===== src/rtl/mem_arb_pkg.sv =====
// Shared types and default sizing for the two-port memory arbiter.
package mem_arb_pkg;

    localparam int unsigned MEM_ARB_DEPTH = 16;
    localparam int unsigned MEM_ARB_WIDTH = 6;

    typedef enum logic [1:0] {
        ST_IDLE  = 2'd0,
        ST_ISSUE = 2'd1,
        ST_WAIT  = 2'd2,
        ST_RESP  = 2'd3
    } arb_state_e;

endpackage


===== src/rtl/rr_arbiter2.sv =====
// Two-input arbiter: round-robin with a last-granted pointer, or fixed priority
// (requester 0 first) when MEM_ARB_FIXED_PRIO_EN is defined.
module rr_arbiter2 (
`ifndef MEM_ARB_FIXED_PRIO_EN
    input  logic clock,
    input  logic reset,
    input  logic i_upd,
    input  logic i_upd_id,
`endif
    input  logic i_req0,
    input  logic i_req1,
    output logic o_pick_c
);

`ifdef MEM_ARB_FIXED_PRIO_EN

    assign o_pick_c = !i_req0 && i_req1;

`else

    logic r_last;

    // Reset to 1 so requester 0 wins the first tie.
    always_ff @(posedge clock) begin
        if (reset) begin
            r_last <= 1'b1;
        end else if (i_upd) begin
            r_last <= i_upd_id;
        end
    end

    always_comb begin
        o_pick_c = 1'b0;
        if (i_req0 && i_req1) begin
            o_pick_c = ~r_last;
        end else if (i_req1) begin
            o_pick_c = 1'b1;
        end
    end

`endif

endmodule


===== src/rtl/mem_arbiter.sv =====
// Arbitrates two requesters onto a single-port RAM (IDLE/ISSUE/WAIT/RESP).
// Build option: MEM_ARB_FIXED_PRIO_EN selects fixed priority instead of round-robin.
module mem_arbiter
    import mem_arb_pkg::*;
#(
    parameter int unsigned DEPTH  = MEM_ARB_DEPTH,
    parameter int unsigned WIDTH  = MEM_ARB_WIDTH,
    parameter int unsigned ADDR_W = $clog2(DEPTH)
) (
    input  logic              clock,
    input  logic              reset,
    input  logic              req0,
    input  logic              req1,
    input  logic              we0,
    input  logic              we1,
    input  logic [ADDR_W-1:0] addr0,
    input  logic [ADDR_W-1:0] addr1,
    input  logic [WIDTH-1:0]  wdata0,
    input  logic [WIDTH-1:0]  wdata1,
    output logic              gnt0,
    output logic              gnt1,
    output logic              rvalid0,
    output logic              rvalid1,
    output logic [WIDTH-1:0]  rdata,
    output logic              mem_write,
    output logic [WIDTH-1:0]  mem_datain,
    output logic [ADDR_W-1:0] mem_addr_w,
    output logic              mem_read,
    output logic [ADDR_W-1:0] mem_addr_r,
    input  logic [WIDTH-1:0]  mem_dataout
);

    arb_state_e        r_state;
    arb_state_e        w_state_nxt;
    logic              w_take;
    logic              w_any;
    logic              w_pick;
    logic              w_sel_we;
    logic [ADDR_W-1:0] w_sel_addr;
    logic [WIDTH-1:0]  w_sel_wdata;

    logic              r_id;
    logic              r_we;
    logic              r_gnt0;
    logic              r_gnt1;
    logic              r_rvalid0;
    logic              r_rvalid1;
    logic [WIDTH-1:0]  r_rdata;
    logic              r_mem_write;
    logic              r_mem_read;
    logic [WIDTH-1:0]  r_mem_datain;
    logic [ADDR_W-1:0] r_mem_addr_w;
    logic [ADDR_W-1:0] r_mem_addr_r;

    assign w_any       = req0 || req1;
    assign w_sel_we    = w_pick ? we1    : we0;
    assign w_sel_addr  = w_pick ? addr1  : addr0;
    assign w_sel_wdata = w_pick ? wdata1 : wdata0;

`ifdef MEM_ARB_FIXED_PRIO_EN
    rr_arbiter2 u_arb (
        .i_req0   (req0),
        .i_req1   (req1),
        .o_pick_c (w_pick)
    );
`else
    rr_arbiter2 u_arb (
        .clock    (clock),
        .reset    (reset),
        .i_upd    (r_state == ST_ISSUE),
        .i_upd_id (r_id),
        .i_req0   (req0),
        .i_req1   (req1),
        .o_pick_c (w_pick)
    );
`endif

    always_ff @(posedge clock) begin
        if (reset) begin
            r_state <= ST_IDLE;
        end else begin
            r_state <= w_state_nxt;
        end
    end

    always_comb begin
        w_state_nxt = r_state;
        w_take      = 1'b0;
        case (r_state)
            ST_IDLE: begin
                if (w_any) begin
                    w_take      = 1'b1;
                    w_state_nxt = ST_ISSUE;
                end
            end
            ST_ISSUE: w_state_nxt = r_we ? ST_IDLE : ST_WAIT;
            ST_WAIT:  w_state_nxt = ST_RESP;
            ST_RESP:  w_state_nxt = ST_IDLE;
            default:  w_state_nxt = ST_IDLE;
        endcase
    end

    // Outputs are loaded on the edge entering the state in which they are visible.
    always_ff @(posedge clock) begin
        if (reset) begin
            r_id         <= 1'b0;
            r_we         <= 1'b0;
            r_gnt0       <= 1'b0;
            r_gnt1       <= 1'b0;
            r_rvalid0    <= 1'b0;
            r_rvalid1    <= 1'b0;
            r_rdata      <= '0;
            r_mem_write  <= 1'b0;
            r_mem_read   <= 1'b0;
            r_mem_datain <= '0;
            r_mem_addr_w <= '0;
            r_mem_addr_r <= '0;
        end else begin
            r_gnt0      <= w_take && !w_pick;
            r_gnt1      <= w_take && w_pick;
            r_mem_write <= w_take && w_sel_we;
            r_mem_read  <= w_take && !w_sel_we;
            r_rvalid0   <= (r_state == ST_WAIT) && !r_id;
            r_rvalid1   <= (r_state == ST_WAIT) && r_id;
            if (w_take) begin
                r_id <= w_pick;
                r_we <= w_sel_we;
                if (w_sel_we) begin
                    r_mem_addr_w <= w_sel_addr;
                    r_mem_datain <= w_sel_wdata;
                end else begin
                    r_mem_addr_r <= w_sel_addr;
                end
            end
            if (r_state == ST_WAIT) begin
                r_rdata <= mem_dataout;
            end
        end
    end

    assign gnt0       = r_gnt0;
    assign gnt1       = r_gnt1;
    assign rvalid0    = r_rvalid0;
    assign rvalid1    = r_rvalid1;
    assign rdata      = r_rdata;
    assign mem_write  = r_mem_write;
    assign mem_read   = r_mem_read;
    assign mem_datain = r_mem_datain;
    assign mem_addr_w = r_mem_addr_w;
    assign mem_addr_r = r_mem_addr_r;

endmodule


===== config.mk =====
export PLATFORM = sky130hd
export DESIGN_NAME = mem_arbiter
export DESIGN_NICKNAME = d
export VERILOG_FILES = /design/src/rtl/mem_arb_pkg.sv /design/src/rtl/rr_arbiter2.sv /design/src/rtl/mem_arbiter.sv
export SDC_FILE = /design/constraint.sdc
export NUM_CORES = 1
export LEC_CHECK = 0
export BUFFER_PORTS_ARGS = -buffer_cell sky130_fd_sc_hd__buf_4
export CAP_MARGIN = 40
export CORE_MARGIN = 4
export CORE_UTILIZATION = 35
export DETAILED_ROUTE_END_ITERATION = 16
export GPL_TIMING_DRIVEN = 0
export PLACE_DENSITY_LB_ADDON = 0.25
export SLEW_MARGIN = 20
export SYNTH_ARGS = -nofsm -noshare
export SYNTH_HDL_FRONTEND = slang
export SYNTH_HIERARCHICAL = 1
export SYNTH_SLANG_ARGS = --single-unit

===== constraint.sdc =====
create_clock -name clock -period 3.52 [get_ports clock]
set_clock_uncertainty 0.2 [all_clocks]
set_input_delay 0.704 -clock clock [delete_from_list [all_inputs] [get_ports clock]]
set_output_delay 0.704 -clock clock [all_outputs]
set_load 0.01 [all_outputs]

==> summary.txt <==
Clock tree
  • Clk sink count: 31
  • Inserted Clock Buffers: 5
  • Clk Latency, worst-skew pair: 0.28 ns
  • CTS tree: yes
  • Max clock buf depth: 2
  • # H-tree levels: 2
  • CTS clk-pin slew, worst paths: 0.06 ns
  • Post-CTS Setup Repair Bufs: 0
  • # resized after CTS: 0
  • # hold bufs at CTS: 0
  • Clock root buffer: clkbuf_8

Synthesis
  • Post-Syn Area per Cell: 10.4 um^2
  • Async SR Flop Fraction: 0%
  • Post-synth top flop: dfxtp_1
  • Sequential fraction of the synthesis area: 48.3%
  • Area leader, netlist: dfxtp_1
  • YS warnings: 6
  • EDFF count, synth: 0
  • Cells after synthesis: 124
  • Synth Net Count: 156
  • Top cell type's share of synthesized area: 48.3%
  • Synth top area cells: dfxtp_1, mux2i_1, mux2_2
  • Number of synthesized register bits: 31
  • Yosys cell types: 23
  • Synthesized cell area: 1280 um^2

Pwr
  • Combinational fraction of design power: 21.5%
  • Lkg Pwr: 0.870 nW
  • Maximum VDD drop: 0.256 mV
  • Clock power frac: 31.0%
  • Sequential share of power: 47.5%
  • P_sw: 0.213 mW
  • Cell Int Power: 0.616 mW
  • Net Sw Frac: 25.7%
  • PwrDens: 448 nW/um^2

Floorplan
  • Die ar.: 4700 um^2
  • Die span in x: 68.6 um
  • Core area: 3440 um^2
  • Num ports: 58
  • Die height: 68.6 um
  • Site row count: 21
  • Initial core utilization: 37.3%

Timing
  • Maximum clock rate: 460 MHz
  • Sum Neg Setup Slack: 0 ns
  • Slew of the pin with the lowest slew margin: 0.677 ns
  • Max-slew headroom: 54.5%
  • Crit share post-route: 61.7%
  • Final Hold Vio Count: 0
  • Tmin final: 2.17 ns
  • Slew Limit Fails: 0
  • Unrepaired setup endpoints after global routing: false
  • Final setup viols: 0

Worst setup path
  • WP data arrival: 2.14 ns
  • Slowest Stage Delay on Critical Path: 0.37 ns
  • Reg2reg start: u_arb/r_last
  • Worst setup SP type: input port
  • Slowest CP cell: mux2_2
  • WS Path Type: input port to register
  • CP Max Fanout: 6
  • Critical Path RT: 3.49 ns
  • Cells along the critical path: buf_4 > a21boi_0 > buf_6 > mux2_4 > nand3_1 > mux2_2
  • CP startpoint: req0
  • Crit end category: register

Routing
  • Antenna Nets Post-Route: 0
  • Routed vias/inst: 4.75
  • Vias: 1117
  • Initial DRC count: 57
  • Routed wire length: 3040 um
  • Remaining DRCs: 0
  • Drt first pass iters: 4
  • Routed WL per cell: 12.9 um

Finish
  • Core Util, Final: 53.8%
  • Total Nets Final: 220
  • Fraction of layout cells with a size suffix above 1: 41.3%
  • N_diodes: 0
  • Layout area overhead: 44.2%

Global route
  • Antenna violations before repair: 0
  • Vias in the first global route: 1119
  • Met1 usage: 14.4%
  • Grt peak-use layer: met2
  • Largest net degree at the start of global routing: 11
  • GR Util met3: 4.21%
  • Grt met2 use: 24.3%
  • Gr ovfl total: 0
  • Tot GR Track Use: 13.7%
  • First-pass GRT wire length: 4750 um

Min path
  • HP Start: rdata[1]
  • Worst hold path class: register to register

Placement
  • HPWL after detailed placement: 2380 um
  • IO Port Bufs: 57
  • Gp weighted congestion: 0.730

Outcome
  • Status: completed

Job
  • Max-cap viol count: 0
## worst max-delay path: cells and delay by family
kind | cells | cell delay, ns
and+or+nand+nor | 1 | 0.21
muxes | 2 | 0.70
buffers and inverters | 2 | 0.30
AOI/OAI and AO/OA | 1 | 0.23
## metal layers
layer / share of wire [%] / vias up
li1: - / 564
met4: 2.1 / 0
met2: 49 / 49
met3: 9.7 / 5
met5: 0 / -
met1: 40 / 499
## path summary, 6_finish.rpt
| check | endpoint | slack, ns | cells past startpoint |
|---|---|---|---|
| worst max register to register | mem_addr_w[0] | 1.60 | 5 |
| worst min register to register | rdata[1] | 0.30 | 2 |
| worst min-delay path | rdata[1] | 0.30 | 2 |
| worst max-delay path | mem_addr_w[0] | 1.35 | 6 |
## synthesized netlist by cell type (2+ instances only)
master / number
clkbuf_1: 4
nor3b_1: 2
mux2i_1: 17
nand3_1: 3
buf_6: 2
mux2_2: 8
nand2b_1: 2
a21oi_1: 3
a311oi_1: 6
a31oi_1: 6
dfxtp_1: 31
nor2_1: 17
nor3_1: 3
nor2b_1: 10
buf_4: 2
## state kept, by name, indices dropped and copies added (netlist names), named ones only
name          flops
rdata             6
mem_addr_w        4
mem_write         1
gnt1              1
rvalid0           1
mem_read          1
r_we              1
mem_datain        6
r_state           1
u_arb/r_last      1
rvalid1           1
gnt0              1
r_id              1
mem_addr_r        4
## cells by family (layout without fill, tap and decap cells)
group                  count (synthesis)  count (layout)  share of synthesized area (%)
and+or+nand+nor                       39              39                           15.4
muxes                                 26              26                           21.4
AOI/OAI and AO/OA                     18              18                           10.0
DFF                                   31              31                           48.3
buffers and inverters                 10              75                           4.77
## metrics by stage
step,total power [mW],hold WS [ns],setup slack (ns),cell area (um^2),cells
6_report,0.829,0.297,1.35,1850,235
2_1_floorplan,0.500,0.242,1.33,1280,124
4_1_cts,0.842,0.302,1.35,1850,235
3_3_place_gp,0.575,0.278,1.07,1770,227
3_5_place_dp,0.582,0.289,1.05,1770,227
5_1_grt,0.874,0.319,1.31,1850,235
## power groups by stage
stage	clock network, mW	logic (mW)	registers (mW)
after floorplan	0	0.0893	0.410
after global placement	0	0.174	0.401
after detailed placement	0	0.180	0.402
after CTS	0.268	0.180	0.394
after global routing	0.281	0.196	0.397
final	0.257	0.178	0.394
## layout make-up
class / count / area (um^2)
buffer: 9 / 57.6
fill: 316 / 1590
clock buffer: 7 / 76.3
timing repair buffer: 57 / 428
inverter: 1 / 3.75
clock inverter: 1 / 5.00
multi-input combinational: 83 / 602
sequential: 31 / 621
tap: 46 / 57.6
## cells in the final DEF, fill, tap and decap left out
cell type,instances
nand3_1,3
a211o_1,1
a21oi_1,3
mux2_4,1
a31oi_1,6
clkbuf_1,6
nor3b_1,2
inv_1,1
nand2b_1,2
nand3b_1,1
buf_2,1
a311oi_1,6
nor2_1,17
dfxtp_1,31
or2_2,1
buf_4,59
mux2_2,8
nor2b_1,10
mux2i_1,17
o31ai_1,1
clkbuf_8,5
nor3_1,3
buf_6,2
clkinv_2,1
a21boi_0,1
Power figures use the tool's default switching activity.
